===== src/rtl/ps2_key_injector.sv =====
// ps2_key_injector: merges the live HPS ps2_key stream with scancode events
// injected from a request FIFO (autotype / paste / scripted keys).
// Host events always win. Injected events are spaced so that software
// scanning the keyboard matrix sees every press and every release.
module ps2_key_injector #(
    parameter int FIFO_DEPTH = 16,    // power of 2, >= 2
    parameter int GAP_CYCLES = 50000  // >= 2
) (
    input  logic                          clk_sys,
    input  logic                          reset_n,
    input  logic [10:0]                   host_key,
    input  logic                          in_valid,
    output logic                          in_ready,
    input  logic [7:0]                    in_code,
    input  logic                          in_ext,
    input  logic                          in_press,
    input  logic                          in_auto,
    output logic [10:0]                   ps2_key,
    output logic                          busy,
    output logic [$clog2(FIFO_DEPTH):0]   fifo_count
);

    localparam int AW = $clog2(FIFO_DEPTH);
    localparam int CW = AW + 1;
    localparam int GW = $clog2(GAP_CYCLES);

    localparam logic [CW-1:0] DEPTH_C  = CW'(FIFO_DEPTH);
    localparam logic [GW-1:0] GAP_LOAD = GW'(GAP_CYCLES - 1);

    typedef struct packed {
        logic       is_auto;
        logic       press;
        logic       ext;
        logic [7:0] code;
    } entry_t;

    typedef enum logic [1:0] {
        S_IDLE,
        S_GAP,
        S_REL_GAP,
        S_REL
    } state_t;

    // Request FIFO storage and control
    entry_t          r_mem [FIFO_DEPTH];
    logic [AW-1:0]   r_wr_ptr;
    logic [AW-1:0]   r_rd_ptr;
    logic [CW-1:0]   r_count;
    logic            r_ready;
    logic            r_avail;
    logic [CW-1:0]   w_count_next;
    logic            w_push;
    logic            w_pop;
    entry_t          w_in_entry;
    entry_t          w_head;

    // Injector FSM
    state_t          r_state;
    state_t          w_state_next;
    logic [GW-1:0]   r_cnt;
    logic [GW-1:0]   w_cnt_next;
    logic            r_busy;
    logic            r_hold_ext;
    logic [7:0]      r_hold_code;
    logic            w_inj_emit;
    logic [9:0]      w_inj_word;

    // Host path and output word
    logic            r_old_host;
    logic            w_host_evt;
    logic            r_tog;
    logic [10:0]     r_ps2_key;

    assign w_push     = in_valid & r_ready;
    assign w_in_entry = '{is_auto: in_auto, press: in_press, ext: in_ext, code: in_code};
    assign w_head     = r_mem[r_rd_ptr];
    assign w_host_evt = host_key[10] ^ r_old_host;

    assign in_ready   = r_ready;
    assign fifo_count = r_count;
    assign busy       = r_busy;
    assign ps2_key    = r_ps2_key;

    // FIFO occupancy after this cycle's push/pop
    always_comb begin
        w_count_next = r_count;
        case ({w_push, w_pop})
            2'b10:   w_count_next = r_count + 1'b1;
            2'b01:   w_count_next = r_count - 1'b1;
            default: w_count_next = r_count;
        endcase
    end

    // FIFO storage write
    // NOTE: the entry array carries no reset; a flush only clears pointers and count.
    always_ff @(posedge clk_sys) begin
        if (w_push) begin
            r_mem[r_wr_ptr] <= w_in_entry;
        end
    end

    // FIFO pointers, count, registered ready, and the delayed "entry visible" flag
    // NOTE: sequential state uses <= so every register samples pre-edge values.
    always_ff @(posedge clk_sys) begin
        if (!reset_n) begin
            r_wr_ptr <= '0;
            r_rd_ptr <= '0;
            r_count  <= '0;
            r_ready  <= 1'b1;
            r_avail  <= 1'b0;
        end else begin
            if (w_push) r_wr_ptr <= r_wr_ptr + 1'b1;
            if (w_pop)  r_rd_ptr <= r_rd_ptr + 1'b1;
            r_count <= w_count_next;
            r_ready <= (w_count_next < DEPTH_C);
            // A pushed entry becomes visible to the injector one cycle later,
            // so push-to-output is two edges. Any pop leaves IDLE for at least
            // two cycles, so this lagging flag is current whenever IDLE reads it.
            r_avail <= (r_count != '0);
        end
    end

    // Injector next-state, gap counter and emit decision
    // NOTE: every signal gets a default first so no path leaves one unassigned (no latches).
    always_comb begin
        w_state_next = r_state;
        w_cnt_next   = r_cnt;
        w_pop        = 1'b0;
        w_inj_emit   = 1'b0;
        w_inj_word   = '0;
        case (r_state)
            S_IDLE: begin
                if (r_avail && !w_host_evt) begin
                    w_pop        = 1'b1;
                    w_inj_emit   = 1'b1;
                    w_inj_word   = {w_head.is_auto | w_head.press, w_head.ext, w_head.code};
                    w_cnt_next   = GAP_LOAD;
                    w_state_next = w_head.is_auto ? S_REL_GAP : S_GAP;
                end
            end
            S_GAP: begin
                if (r_cnt == '0) w_state_next = S_IDLE;
                else             w_cnt_next   = r_cnt - 1'b1;
            end
            S_REL_GAP: begin
                if (r_cnt == '0) w_state_next = S_REL;
                else             w_cnt_next   = r_cnt - 1'b1;
            end
            S_REL: begin
                if (!w_host_evt) begin
                    w_inj_emit   = 1'b1;
                    w_inj_word   = {1'b0, r_hold_ext, r_hold_code};
                    w_cnt_next   = GAP_LOAD;
                    w_state_next = S_GAP;
                end
            end
            default: w_state_next = S_IDLE;
        endcase
    end

    // Injector state, counter, busy flag and the entry held for auto-release
    always_ff @(posedge clk_sys) begin
        if (!reset_n) begin
            r_state     <= S_IDLE;
            r_cnt       <= '0;
            r_busy      <= 1'b0;
            r_hold_ext  <= 1'b0;
            r_hold_code <= '0;
        end else begin
            r_state <= w_state_next;
            r_cnt   <= w_cnt_next;
            r_busy  <= (w_count_next != '0) | (w_state_next != S_IDLE);
            if (w_pop) begin
                r_hold_ext  <= w_head.ext;
                r_hold_code <= w_head.code;
            end
        end
    end

    // Output word: host events first, then injected events; each flips the toggle
    always_ff @(posedge clk_sys) begin
        // Host toggle history is resampled during reset so no stale event fires after it.
        r_old_host <= host_key[10];
        if (!reset_n) begin
            r_tog     <= 1'b0;
            r_ps2_key <= '0;
        end else if (w_host_evt) begin
            r_ps2_key <= {~r_tog, host_key[9:0]};
            r_tog     <= ~r_tog;
        end else if (w_inj_emit) begin
            r_ps2_key <= {~r_tog, w_inj_word};
            r_tog     <= ~r_tog;
        end
    end

endmodule


===== config.mk =====
export PLATFORM = sky130hd
export DESIGN_NAME = ps2_key_injector
export DESIGN_NICKNAME = d
export VERILOG_FILES = /design/src/rtl/ps2_key_injector.sv
export SDC_FILE = /design/constraint.sdc
export NUM_CORES = 1
export LEC_CHECK = 0
export ABC_CLOCK_PERIOD_IN_PS = 4800
export CAP_MARGIN = 25
export CORE_ASPECT_RATIO = 1.1
export CORE_MARGIN = 1
export CORE_UTILIZATION = 60
export CTS_CLUSTER_DIAMETER = 80
export DETAILED_ROUTE_END_ITERATION = 8
export GPL_TIMING_DRIVEN = 0
export PLACE_DENSITY_LB_ADDON = 0.15
export SLEW_MARGIN = 30
export SYNTH_ARGS = -nofsm -noshare
export SYNTH_HDL_FRONTEND = slang
export SYNTH_SLANG_ARGS = --single-unit

===== constraint.sdc =====
create_clock -name clk_sys -period 4.8 [get_ports clk_sys]
set_input_delay 0.72 -clock clk_sys [delete_from_list [all_inputs] [get_ports clk_sys]]
set_output_delay 0.72 -clock clk_sys [all_outputs]
set_load 0.02 [all_outputs]

# Word-level counts from Yosys, hierarchy flattened
# Memory sizes are Yosys's and may differ from the RTL's. A register that Yosys moved wholly into a read port is not among the register bits.
# Cells that the tools add are included.
# Widths: inputs -> output; s select.
[word_totals] ff_bits=56 output_inout_bits=18 inputBits=25 ram_bits=176 n_memories=1
[memory_table] name="r_mem" words=16 width=11 rd=1 rd_clocked_by_memory_dff=1 wr=1 line="45" source="entry_t r_mem [FIFO_DEPTH];"
[classes] n_eq_ne=8 n_lt_le_gt_ge=1 n_bitwise=5 muxes=25 addsub=5 reduce_logical=10
[ops] op="$mux 16" count=3
[ops] op="$pmux 16 s3" count=1
[ops] op="$mux 11" count=2
[ops] op="$pmux 10 s2" count=1
[ops] op="$logic_not 16->1" count=1
[ops] op="$sub 16x1->16 const B" count=1
[ops] op="$mux 10" count=1
[ops] op="$mux 2" count=5
[ops] op="$pmux 5 s2" count=1
[ops] op="$reduce_bool 5->1" count=2
[ops] op="$add 4x1->4 const B" count=2
[ops] op="$mux 4" count=2
[ops] op="$pmux 2 s4" count=1
[ops] op="$mux 1" count=7
[ops] op="$eq 2x2->1 const B" count=3
[ops] op="$ne 2x2->1 const B" count=3
[ops] op="$add 5x1->5 const B" count=1
[ops] op="$lt 5x5->1 const B" count=1
[ops] op="$sub 5x1->5 const B" count=1
[ops] op="$eq 2x1->1 const B" count=2
[ops] op="$reduce_bool 2->1" count=2
[ops] op="$reduce_and 3->1" count=1
[ops] op="$logic_not 2->1" count=1
[ops] op="$or 1x1->1" count=2
[ops] op="7 further kinds" count=7

# Longest topological paths before layout
# Gate-level depths: netlist (run 1).
[logic_depth] ltp_word=9 mapped_depth=13 mapped_depth_nobuf=12

# Worst setup path after synthesis (run 1)
# OpenSTA, ideal clock, no wires.
[synth_path] path_kind="input port to flip-flop" startpoint="in host_key[10]" endpoint="reg r_busy, in the netlist busy" cell_stages=13 arrival_ps=3541 t_required_ps=4673 path_slack_ps=1132 path_cell_list="xnor2_2 -> clkbuf_1 -> nand3_1 -> inv_1 -> buf_1 -> ha_1 -> clkbuf_1 -> nor2_1 -> nand2_1 -> o32ai_1 -> a311oi_1 -> o41ai_1 -> or3b_1"
[synth_between] elab_chain_len=9 elab_cells_between_ends=14 classes_between="2 x eq/ne; 6 x mux; 2 x bitwise; 4 x reduce/logical"
[synth_lines] item="start, declared" line="11" source="input logic [10:0] host_key,"
[synth_lines] item="$xor 1x1->1 *" line="77" source="assign w_host_evt = host_key[10] ^ r_old_host;"
[synth_lines] item="$logic_not 1->1"
[synth_lines] item="$logic_and 1x1->1" line="133" source="if (r_avail && !w_host_evt) begin"
[synth_lines] item="$mux 1" line="133"
[synth_lines] item="$mux 1" line="131" source="case (r_state)"
[synth_lines] item="$eq 2x1->1 / $eq 2x2->1 (equally long branches)" line="87" source="case ({w_push, w_pop})"
[synth_lines] item="$pmux 5 s2" line="87"
[synth_lines] item="$reduce_bool 5->1" line="172" source="r_busy <= (w_count_next != '0) | (w_state_next != S_IDLE);"
[synth_lines] item="$or 1x1->1 *" line="172"
[synth_lines] item="end signal, assigned" line="172"
[synth_lines] item="end, declared" line="62" source="logic r_busy;"
# Mark *: on every way between the ends. The rest lies on a longest branch, timed or not.
# A chain may end at the register's enable or synchronous reset.

# Final worst setup path (run 1)
# Same ends and word-level chain as after synthesis.

==> impl_table.tex, run 1 <==
\begin{tabular}{lr}
\hline
Metric & Value \\
\hline
\multicolumn{2}{l}{\textbf{Floorplanning}} \\
Top Ports & 43 \\
Number of standard-cell rows in the floorplan & 48 \\
Width of the die & 122.7 microns \\
Placeable core region & between 15,000 and 20,000 sq um \\
Die footprint & 16,530 sq um \\
Overall die height & $\sim$130 microns \\
Starting density of the core & 0.6130 \\
\multicolumn{2}{l}{\textbf{Global route}} \\
Met1 Resource Use GR & 0.3336 \\
Met2 routing resource usage after global routing & 0.4357 \\
Number of global-route vias before repair & 5,503 \\
Initial antenna violation count & 0 \\
First-pass GRT wire length & $\sim$31 mm \\
Overall global routing resource usage & 0.2547 \\
Largest net degree at the start of global routing & 17 \\
Met3 Use GR & 0.03632 \\
Routing layer with the top usage in global route & met2 \\
Total gr overflow & 0 \\
\multicolumn{2}{l}{\textbf{Timing}} \\
Fmax achieved & roughly 220 MHz \\
Clock Skew & 0.01751 ns \\
Relative slew slack & 0.3943 \\
Pins over their slew limit & 0 \\
Final Cycle Share & 0.9325 \\
Final Hold Violating Endpoints & 0 \\
Final setup violation count & 0 \\
Tightest Pin Transition & 0.9076 ns \\
RSZ-0062 raised after global routing & no \\
Min Hold Slack & 0.4579 ns \\
Final setup TNS & 0 ns \\
Worst setup slack after layout & 0.3239 ns \\
Period minus WS final & between 4 and 5 ns \\
\multicolumn{2}{l}{\textbf{Synthesis}} \\
Asr flop ratio synth & 0 \\
Commonest cells in the synthesized netlist & 176 x edfxtp\_1, 59 x dfxtp\_1, 51 x mux4\_2 \\
Netlist area before placement & roughly 9600 sq um \\
Synthesized net count & approximately 660 \\
Count of synthesis-stage warnings from yosys & 0 \\
Area share of the largest cell type after synthesis & 0.5500 \\
Mean instance size in the synthesized netlist & $\sim$15 sq um \\
Most area-hungry cell type in the Yosys netlist & edfxtp\_1 \\
Part of the Yosys area used for sequential elements & 0.6729 \\
Cells after synthesis & 620 \\
Number of synthesized register bits & $\sim$240 \\
Dominant cell by count in the synthesized netlist & edfxtp\_1 \\
Count of flip-flops with a built-in enable after synthesis & 176 \\
Top area cells in the synthesized netlist & edfxtp\_1 55\%, dfxtp\_1 12\%, mux4\_2 12\% \\
Most used flip-flop cell after synthesis & edfxtp\_1 \\
Netlist cell types & 64 \\
\multicolumn{2}{l}{\textbf{CTS}} \\
Buffer depth of the longest clock path & 3 \\
Cell at the root of the clock tree & clkbuf\_16 \\
Number of levels in the clock H-tree & 1 \\
Buffers inserted during post-CTS setup optimization & 0 \\
Latest clock arrival within the worst-skew pair & 0.52 ns \\
Clock tree from TritonCTS & yes \\
CTS clock-pin slew for the worst setup and hold paths & 0.06 ns \\
Clk sinks & 235 \\
Clock buffers created by TritonCTS & 24 \\
\multicolumn{2}{l}{\textbf{Power and ir drop}} \\
Proportion of power drawn by the clock network & 0.333 \\
Overall power & 5.421 mW \\
Internal power of the cells & between 3 and 4 mW \\
Switching Share & 0.2816 \\
Net switching power & 1.526 mW \\
Combinational fraction of design power & 0.221 \\
Peak ir drop on the vdd network & approximately 0.0003 V \\
Static leakage & 3.615 nW \\
Sequential share of power & 0.446 \\
Cell area power density & between 400 and 500 nW/um\^{}2 \\
\multicolumn{2}{l}{\textbf{Worst setup path}} \\
Series of cell instances along the critical path & clkdlybuf4s50\_1 > xnor2\_4 > clkbuf\_1 > nand3\_1 > inv\_1 > buf\_1 > ha\_1 > clkbuf\_1 > nor2\_1 > nand2\_1 > o32ai\_1 > a311oi\_1 > o41ai\_1 > or3b\_1 \\
Delay contributed by the slowest stage of the critical path & 0.54 ns \\
Data required time at the worst endpoint & about 5.2 ns \\
Critical path's most frequent cell & clkbuf\_1 \\
Slowest cell on the critical path & clkdlybuf4s50\_1 \\
Critical path class & in2reg \\
Reg2reg setup slack & 0.70 ns \\
Worst setup path startpoint & host\_key[10] \\
Sort of element at the start of the critical path & primary input \\
Worst setup EP type & register \\
Launch point of the worst reg-to-reg path & r\_old\_host\$\_DFF\_P\_ \\
Worst Path Arrival & 4.87 ns \\
Maximum fanout along the worst path & 10 \\
\multicolumn{2}{l}{\textbf{Outcome}} \\
Result of the run & finished, final reports clean \\
\multicolumn{2}{l}{\textbf{Route}} \\
Aggregate routed wire length & 20.19 mm \\
Total DRC errors in the routed layout & 0 \\
Final routed wire length divided by cell count & around 22 microns \\
Starting DRT DRC Count & 490 \\
First drt pass iteration count & 5 \\
Via-per-instance ratio & 6.171 \\
Detail Route Antenna Nets & 0 \\
Number of vias in the routed layout & 5,609 \\
\multicolumn{2}{l}{\textbf{Placed design}} \\
HPWL after detailed placement & 13.06 mm \\
Worst slack at placement & -0.1500 ns \\
GP Congestion & 0.8948 \\
Port Buffers & 41 \\
\multicolumn{2}{l}{\textbf{Layout}} \\
Fill cell instance count of the final layout & between 900 and 1,000 \\
Area added between synthesis and finish & 15.82\% \\
Layout Nets & 729 \\
Diodes inserted & 0 \\
Proportion of layout cells with a drive suffix above 1 & 0.1777 \\
\multicolumn{2}{l}{\textbf{Worst hold path}} \\
Worst hold-check path type & reg2reg \\
Startpoint of the most critical hold path & r\_hold\_code[2]\$\_SDFFE\_PN0P\_ \\
\multicolumn{2}{l}{\textbf{Run}} \\
Max Cap Violations & 0 \\
\hline
\end{tabular}
-- per-layer routing --
| metal | share of wire | vias up |
|---|---|---|
| met2 | 0.51 | 198 |
| met3 | 0.050 | 41 |
| li1 | - | 2547 |
| met5 | 0 | - |
| met4 | 0.027 | 0 |
| met1 | 0.41 | 2823 |
-- critical path, delay by kind of cell --
family          cells  cell delay, ns
compound gates      3            0.81
xor+xnor            1            0.35
fa+ha+maj           1            0.33
buf+inv             5            1.76
simple gates        4            0.90
-- final timing paths --
kind | end | depth (start not counted)
min | r_hold_code[2]$_SDFFE_PN0P_ | 2
min reg2reg | r_hold_code[2]$_SDFFE_PN0P_ | 2
max reg2reg | busy$_SDFF_PN0_ | 13
max | busy$_SDFF_PN0_ | 14
-- power by group through the flow --
stage                     sequential (mW)  combinational (mW)  clock, mW
after floorplan                      2.46               0.847          0
after global placement               2.45                1.14          0
after detailed placement             2.46                1.19          0
after CTS                            2.42                1.20       1.82
after global routing                 2.43                1.31       1.89
final                                2.42                1.20       1.80
-- registers in the layout, summed over array words and instances, names as in the netlist, named ones only --
register / cells
r_hold_code: 8
fifo_count: 5
r_tog: 1
ps2_key: 10
in_ready: 1
busy: 1
r_state: 2
r_old_host: 1
r_avail: 1
r_hold_ext: 1
r_rd_ptr: 4
r_mem: 176
r_cnt: 16
r_wr_ptr: 4
-- per-stage QoR --
stage          cell area [sq um]  utilization  std cells
6_report                   11130       0.7100        909
5_1_grt                    11130       0.7100        909
4_1_cts                    11110       0.7089        909
3_5_place_dp               10350       0.6603        865
3_3_place_gp               10270       0.6552        861
2_1_floorplan               9609            -        620
-- timing repair --
item	4_1_cts	5_1_grt
setup endpoints to repair	0	1
hold buffers	0	0
resized for setup	0	1
-- logic make-up (layout without fill, tap and decap cells) --
family,after synthesis,in the layout,synth area share
flip-flops,235,235,0.6729
AND/OR/NAND/NOR,155,155,0.07943
AO/OA/AOI/OAI,89,89,0.05964
multiplexers,59,59,0.1290
buffers and inverters,45,134,0.01940
XOR/XNOR,24,24,0.02266
adder cells (fa/ha/maj),13,13,0.01693
-- final cells by class --
cell class,instances,area (sq um),share of cell area
flip-flops and latches,235,6466,0.5810
multi-input cells,340,3023,0.2716
clock buffers,31,648.1,0.05824
repair buffers,45,440.4,0.03957
well taps,200,250.2,0.02248
plain buffers,31,135.1,0.01214
clock inverters,13,113.9,0.01023
inverters,14,52.55,0.004722
-- cells in the final DEF (no fill, tap or decap), types with 3 or more instances in the layout --
cell type and n:
edfxtp_1 176, dfxtp_1 59, mux4_2 51, nand2_1 46, a21oi_1 41, clkdlybuf4s50_1 41
nor2_1 33, clkbuf_1 26, clkbuf_16 25, nand3_1 14, inv_1 13, ha_1 13
nor2_2 12, xor2_1 12, o21ai_0 12, xnor2_1 11, nor3_1 9, clkinv_1 6
nor3_2 5, buf_2 5, a31oi_1 5, buf_4 5, mux2_2 4, nand3b_1 4
or4_1 4, nor4_1 4, nand4_1 4, buf_1 3, nand2b_1 3, nor2b_1 3
o211ai_1 3, o21a_1 3, o31ai_1 3, a211oi_1 3, clkinv_2 3
Power figures use the tool's default switching activity.
==> run 2, diff against run 1 <==
ABC_CLOCK_PERIOD_IN_PS = 5100   (was 4800)
GPL_ROUTABILITY_DRIVEN = 0   (was unset)
SETUP_SLACK_MARGIN = 0.1   (was unset)
clock period = 5.1 ns   (was 4.8 ns; I/O delays follow)
==> run 2 against run 1 <==
  * Via count decreased by 0.32%
  * Sequential cell count stayed put
  * Core utilization rose by 0.58 points
  * First-iteration DRC count increased by 13%
  * Die area unchanged
  * Worst hold slack improved by 0.0027 ns
  * Clock-buffer cell count is 3 higher
  * Sequential share of layout area down 0.47 points
  * Sequential power is 6% lower
==> impl_table.tex, run 2 (synthesis gave the netlist of run 1 again) <==
\begin{tabular}{lr}
\hline
Metric & Value \\
\hline
\multicolumn{2}{l}{\textbf{Power and ir drop}} \\
Internal power of the cells & 3.822 mW (-1.9\%) \\
Proportion of power drawn by the clock network & 0.353 (+0.020) \\
Switching Share & 0.2735 (-0.008035) \\
Sequential share of power & 0.433 (-0.013) \\
Static leakage & 3.669 nW (+1.5\%) \\
Cell area power density & 468.9 nW/um\^{}2 (-3.7\%) \\
Combinational fraction of design power & 0.214 (-0.007) \\
Net switching power & 1.439 mW (-5.7\%) \\
Peak ir drop on the vdd network & 0.0003181 V (+6.3\%) \\
\multicolumn{2}{l}{\textbf{Layout}} \\
Most used cells in the layout excluding fill and tap cells & 176 x edfxtp\_1, 59 x dfxtp\_1, 51 x mux4\_2 \\
Proportion of layout cells with a drive suffix above 1 & 0.1876 (+0.009873) \\
Number of flip-flops in the largest register & 176 (unchanged) \\
Diodes inserted & 0 (unchanged) \\
Most frequent standard cell in the layout excluding fill and tap cells & edfxtp\_1 \\
Area added between synthesis and finish & 16.77\% \\
Layout Nets & 729 (unchanged) \\
Fin area & 11,220 sq um (+0.82\%) \\
Final Instance Count excl. Fillers & 909 (unchanged) \\
Register with the most flip-flops & r\_mem \\
\multicolumn{2}{l}{\textbf{Outcome}} \\
Result of the run & finished, final reports clean \\
\multicolumn{2}{l}{\textbf{Worst setup path}} \\
Sort of element at the start of the critical path & primary input \\
Worst reg-to-reg path cell count & 13 (unchanged) \\
Critical path class & in2reg \\
Maximum fanout along the worst path & 10 (unchanged) \\
Data required time at the worst endpoint & 5.49 ns (+0.29 ns) \\
Worst Path Arrival & 4.99 ns (+0.12 ns) \\
Worst setup EP type & register \\
\multicolumn{2}{l}{\textbf{Placed design}} \\
Worst slack at placement & 0.09751 ns (+0.2475 ns) \\
Instance area after placement & 10,350 sq um (unchanged) \\
HPWL after detailed placement & 12.92 mm (-1.1\%) \\
Port Buffers & 41 (unchanged) \\
Placed cell count & 865 (unchanged) \\
\multicolumn{2}{l}{\textbf{Timing}} \\
Fmax achieved & 217.4 MHz \\
Period minus WS final & 4.600 ns \\
Tightest Pin Transition & 0.8978 ns (-0.009781 ns) \\
RSZ-0062 raised after global routing & no \\
Final setup violation count & 0 (unchanged) \\
Final Cycle Share & 0.9020 \\
Relative slew slack & 0.4015 (+0.007171) \\
Clock Skew & 0.01013 ns (-0.007381 ns) \\
Worst setup slack after layout & 0.4998 ns (+0.1759 ns) \\
Final setup TNS & 0 ns (unchanged) \\
Pins over their slew limit & 0 (unchanged) \\
Final Hold Violating Endpoints & 0 (unchanged) \\
\multicolumn{2}{l}{\textbf{Route}} \\
Aggregate routed wire length & 20.13 mm (-0.28\%) \\
Met1 layer wirelength in the final routing & 7.699 mm (-6.7\%) \\
First drt pass iteration count & 7 (+2) \\
Met3 WL post-DR & 1.253 mm (+25\%) \\
Detailed-routed wire length on met2 & 10.31 mm (-0.68\%) \\
Via-per-instance ratio & 6.151 (-0.32\%) \\
Detail Route Antenna Nets & 0 (unchanged) \\
Number of vias in the routed layout & 5,591 (-0.32\%) \\
Top routing layer used & met4 \\
Total DRC errors in the routed layout & 0 (unchanged) \\
Final routed wire length divided by cell count & 22.15 microns (-0.28\%) \\
Starting DRT DRC Count & 556 (+13\%) \\
\multicolumn{2}{l}{\textbf{Floorplanning}} \\
Die footprint & 16,530 sq um (unchanged) \\
Placeable core region & 15,680 sq um (unchanged) \\
Starting density of the core & 0.6130 (unchanged) \\
Number of standard-cell rows in the floorplan & 48 (unchanged) \\
Top Ports & 43 (unchanged) \\
Width of the die & 122.7 microns (unchanged) \\
Overall die height & 134.7 microns (unchanged) \\
\multicolumn{2}{l}{\textbf{CTS}} \\
Clock buffers created by TritonCTS & 24 (unchanged) \\
CTS clock-pin slew for the worst setup and hold paths & 0.06 ns (about the same) \\
Count of hold-fix buffers inserted at cts & 0 (unchanged) \\
Number of levels in the clock H-tree & 1 (unchanged) \\
Cell at the root of the clock tree & clkbuf\_16 \\
Buffer depth of the longest clock path & 3 (unchanged) \\
Clk sinks & 235 (unchanged) \\
Latest clock arrival within the worst-skew pair & 0.51 ns (about the same) \\
Number of cells upsized or downsized after cts & 0 (unchanged) \\
Buffers inserted during post-CTS setup optimization & 0 (unchanged) \\
Clock tree from TritonCTS & yes \\
\multicolumn{2}{l}{\textbf{Global route}} \\
Number of global-route vias before repair & 5,647 (+2.6\%) \\
Initial antenna violation count & 0 (unchanged) \\
Total gr overflow & 0 (unchanged) \\
Overall global routing resource usage & 0.2562 (+0.001486) \\
Largest net degree at the start of global routing & 17 (unchanged) \\
First-pass GRT wire length & 30.59 mm (-0.23\%) \\
\multicolumn{2}{l}{\textbf{Worst hold path}} \\
Worst hold-check path type & reg2reg \\
Number of cells traversed by the worst hold path & 2 (unchanged) \\
\multicolumn{2}{l}{\textbf{Run}} \\
Max Cap Violations & 0 (unchanged) \\
\hline
\end{tabular}
[run 2: worst max-delay path: stages]
cell             delay [ns]
clkdlybuf4s50_1        0.49
xnor2_2                0.42
clkbuf_1               0.40
nand3_1                0.21
inv_1                  0.21
buf_1                  0.40
ha_1                   0.33
clkbuf_1               0.24
nor2_1                 0.26
nand2_1                0.10
o32ai_1                0.22
a311oi_1               0.11
o41ai_1                0.45
or3b_1                 0.38
[run 2: path summary, 6_finish.rpt]
check	startpoint	end	slack, ns
worst min-delay path	r_hold_code[4]$_SDFFE_PN0P_	r_hold_code[4]$_SDFFE_PN0P_	0.46
worst min register to register	r_hold_code[4]$_SDFFE_PN0P_	r_hold_code[4]$_SDFFE_PN0P_	0.46
worst max register to register	r_old_host$_DFF_P_	busy$_SDFF_PN0_	0.90
worst max-delay path	host_key[10]	busy$_SDFF_PN0_	0.50
[run 2: per-layer routing]
metal | GRT usage | up-vias
li1 | - | 2538
met1 | 0.3163 | 2761
met2 | 0.4348 | 240
met3 | 0.04603 | 52
met4 | 0.1267 | 0
met5 | 0 | -
[run 2: power groups by stage]
stage / logic, mW / clock network, mW / registers [mW]
2_1_floorplan: 0.797 / 0 / 2.32
3_3_place_gp: 1.07 / 0 / 2.30
3_5_place_dp: 1.11 / 0 / 2.31
4_1_cts: 1.12 / 1.89 / 2.28
5_1_grt: 1.23 / 1.95 / 2.29
6_report: 1.12 / 1.86 / 2.28
[run 2: per-stage QoR]
stage	util	total power [mW]	hold slack [ns]
6_report	0.7158	5.262	0.4605
3_3_place_gp	0.6552	3.374	0.4432
3_5_place_dp	0.6603	3.423	0.4503
4_1_cts	0.7154	5.285	0.4590
5_1_grt	0.7158	5.480	0.4774
2_1_floorplan	-	3.115	0.4366
[run 2: layout make-up]
cell class,count,area [sq um]
sequential,235,6466
fill,973,4454
multi-input combinational,340,3012
clock buffer,34,732.0
timing repair buffer,45,440.4
tap,200,250.2
buffer,31,135.1
clock inverter,10,132.6
inverter,14,52.55
==> run 3, diff against run 2 <==
SLEW_MARGIN = unset   (was 30)
==> run 3 against run 2 <==
  * Cell area shrank 0.19%
  * Die area is the same
  * Worst setup slack gained 0.13 ns
  * Sequential power is essentially flat
  * Sequential cell count is the same
  * Worst hold slack lost 0.0017 ns
  * Routed wire length grew 0.60%
  * Combinational power is essentially flat
  * Register-to-register slack gained 0.13 ns
  * Clock power shrank 11%
  * Fmax grew 2.9%
  * Via count grew 1.9%
  * Critical path type unchanged
  * Largest cell class unchanged
==> impl_table.tex, run 3 (synthesis gave the netlist of run 1 again) <==
\begin{tabular}{lr}
\hline
Metric & Value \\
\hline
\multicolumn{2}{l}{\textbf{Worst setup path}} \\
Worst Path Arrival & 4.87 ns (-0.12 ns) \\
Cell family with most CP delay & buffers and inverters \\
Data required time at the worst endpoint & 5.49 ns (about the same) \\
Slowest cell on the critical path & clkdlybuf4s50\_1 \\
Worst setup EP type & register \\
Maximum fanout along the worst path & 10 (unchanged) \\
Delay contributed by the slowest stage of the critical path & 0.48 ns (about the same) \\
Number of buffers and inverters on the critical path & 5 (unchanged) \\
Critical path class & in2reg \\
Series of cell instances along the critical path & clkdlybuf4s50\_1 > xnor2\_2 > clkbuf\_2 > nand3\_1 > inv\_1 > buf\_1 > ha\_1 > clkbuf\_1 > nor2\_1 > nand2\_1 > o32ai\_1 > a311oi\_1 > o41ai\_1 > or3b\_1 \\
Sort of element at the start of the critical path & primary input \\
\multicolumn{2}{l}{\textbf{CTS}} \\
Clock buffers created by TritonCTS & 25 (+4.2\%) \\
Number of levels in the clock H-tree & 1 (unchanged) \\
CTS clock-pin slew for the worst setup and hold paths & 0.06 ns (about the same) \\
Clock tree from TritonCTS & yes \\
Buffer depth of the longest clock path & 3 (unchanged) \\
Latest clock arrival within the worst-skew pair & 0.53 ns (+0.02 ns) \\
Clk sinks & 235 (unchanged) \\
Number of cells upsized or downsized after cts & 0 (unchanged) \\
Count of hold-fix buffers inserted at cts & 0 (unchanged) \\
Cell at the root of the clock tree & clkbuf\_16 \\
Buffers inserted during post-CTS setup optimization & 0 (unchanged) \\
\multicolumn{2}{l}{\textbf{Route}} \\
Aggregate routed wire length & 20.26 mm (+0.60\%) \\
First drt pass iteration count & 5 (-2) \\
Via-per-instance ratio & 6.187 (+0.59\%) \\
Starting DRT DRC Count & 640 (+15\%) \\
Number of vias in the routed layout & 5,698 (+1.9\%) \\
Detail Route Antenna Nets & 0 (unchanged) \\
Final routed wire length divided by cell count & 21.99 microns (-0.71\%) \\
Total DRC errors in the routed layout & 0 (unchanged) \\
\multicolumn{2}{l}{\textbf{Layout}} \\
Layout Nets & 742 (+1.8\%) \\
Most used cells in the layout excluding fill and tap cells & 176 x edfxtp\_1, 59 x dfxtp\_1, 51 x mux4\_2 \\
Diodes inserted & 0 (unchanged) \\
Fill cell instance count of the final layout & 975 (+0.21\%) \\
Proportion of layout cells with a drive suffix above 1 & 0.1775 (-0.01006) \\
Fin area & 11,200 sq um (-0.19\%) \\
Number of flip-flops in the largest register & 176 (unchanged) \\
Most frequent standard cell in the layout excluding fill and tap cells & edfxtp\_1 \\
Register with the most flip-flops & r\_mem \\
Area added between synthesis and finish & 16.55\% \\
\multicolumn{2}{l}{\textbf{Floorplanning}} \\
Placeable core region & 15,680 sq um (unchanged) \\
Width of the die & 122.7 microns (unchanged) \\
Die footprint & 16,530 sq um (unchanged) \\
Top Ports & 43 (unchanged) \\
Starting density of the core & 0.6130 (unchanged) \\
Overall die height & 134.7 microns (unchanged) \\
Number of standard-cell rows in the floorplan & 48 (unchanged) \\
\multicolumn{2}{l}{\textbf{Timing}} \\
RSZ-0062 raised after global routing & no \\
Final Cycle Share & 0.8768 (-0.02521) \\
Period minus WS final & 4.472 ns (-0.1286 ns) \\
Final setup TNS & 0 ns (unchanged) \\
Tightest Pin Transition & 0.9751 ns (+0.07731 ns) \\
Relative slew slack & 0.3449 (-0.05654) \\
Min Hold Slack & 0.4589 ns (-0.001652 ns) \\
Clock Skew & 0.02050 ns (+0.01037 ns) \\
Final setup violation count & 0 (unchanged) \\
Pins over their slew limit & 0 (unchanged) \\
Fmax achieved & 223.6 MHz (+2.9\%) \\
Final Hold Violating Endpoints & 0 (unchanged) \\
\multicolumn{2}{l}{\textbf{Run}} \\
Max Cap Violations & 0 (unchanged) \\
\multicolumn{2}{l}{\textbf{Global route}} \\
Largest net degree at the start of global routing & 17 (unchanged) \\
First-pass GRT wire length & 30.84 mm (+0.81\%) \\
Number of global-route vias before repair & 5,558 (-1.6\%) \\
Initial antenna violation count & 0 (unchanged) \\
Overall global routing resource usage & 0.2569 (+0.0006987) \\
Total gr overflow & 0 (unchanged) \\
\multicolumn{2}{l}{\textbf{Worst hold path}} \\
Worst hold-check path type & reg2reg \\
\multicolumn{2}{l}{\textbf{Placed design}} \\
HPWL after detailed placement & 13.43 mm (+4.0\%) \\
Instance area after placement & 10,450 sq um (+0.98\%) \\
Port Buffers & 41 (unchanged) \\
\multicolumn{2}{l}{\textbf{Power and ir drop}} \\
Overall power & 5.060 mW (-3.8\%) \\
Cell area power density & 451.8 nW/um\^{}2 (-3.7\%) \\
Static leakage & 3.680 nW (+0.29\%) \\
Peak ir drop on the vdd network & 0.0002977 V (-6.4\%) \\
\multicolumn{2}{l}{\textbf{Outcome}} \\
Result of the run & finished, final reports clean \\
\hline
\end{tabular}
## run 3: changes by cell type in the layout (fill, tap and decap cells not counted), moves of 2 or more
| cell | before | now |
|---|---|---|
| clkbuf_1 | 24 | 22 |
| clkbuf_8 | 3 | 0 |
| buf_6 | 1 | 12 |
| clkinv_1 | 1 | 6 |
| nor2_1 | 33 | 45 |
| clkinvlp_2 | 0 | 2 |
| bufinv_16 | 3 | 1 |
| clkbuf_16 | 27 | 25 |
| nor2_2 | 12 | 0 |
## run 3: final cells by class
type,count,area (sq um),share of cell area
Buffer,31,135.1,0.01207
Clock buffer,28,636.9,0.05687
Clock inverter,16,110.1,0.009831
Inverter,14,52.55,0.004692
Multi-Input combinational cell,340,2977,0.2658
Sequential cell,235,6466,0.5774
Tap cell,200,250.2,0.02234
Timing Repair Buffer,57,571.8,0.05106
## run 3: routing by layer
layer / GRT usage / vias up / part of all wire
li1: - / 2578 / -
met1: 0.3299 / 2829 / 0.39
met2: 0.4413 / 248 / 0.52
met3: 0.03632 / 43 / 0.066
met4: 0.1023 / 0 / 0.029
met5: 0 / - / 0
## run 3: worst reg2reg max path, cell delays in order (launching register included)
cell	delay [ns]
dfxtp_1	0.34
xnor2_2	0.43
clkbuf_2	0.31
nand3_1	0.17
inv_1	0.22
buf_1	0.38
ha_1	0.32
clkbuf_1	0.23
nor2_1	0.25
nand2_1	0.09
o32ai_1	0.25
a311oi_1	0.12
o41ai_1	0.46
or3b_1	0.38
## run 3: per-stage QoR
step / worst slack, ns / std cells / util
6_report: 0.6284 / 921 / 0.7145
3_5_place_dp: 0.06901 / 877 / 0.6667
5_1_grt: 0.2368 / 921 / 0.7145
4_1_cts: 0.5660 / 921 / 0.7144
2_1_floorplan: 1.387 / 620 / -
3_3_place_gp: 0.2076 / 861 / 0.6552
## run 3: power by group
part,internal [mW],switching (mW),leakage [nW],total [mW]
clock network,0.946,0.708,0.362,1.65
registers,2.18,0.0923,2.07,2.28
logic,0.487,0.643,1.25,1.13
## run 3: path summary, 6_finish.rpt
check / endpoint / slack, ns / cells after the start / start
hold reg to reg: r_hold_code[1]$_SDFFE_PN0P_ / 0.46 / 2 / r_hold_code[1]$_SDFFE_PN0P_
setup / recovery: busy$_SDFF_PN0_ / 0.63 / 14 / host_key[10]
hold / removal: r_hold_code[1]$_SDFFE_PN0P_ / 0.46 / 2 / r_hold_code[1]$_SDFFE_PN0P_
setup reg to reg: busy$_SDFF_PN0_ / 1.03 / 13 / r_old_host$_DFF_P_
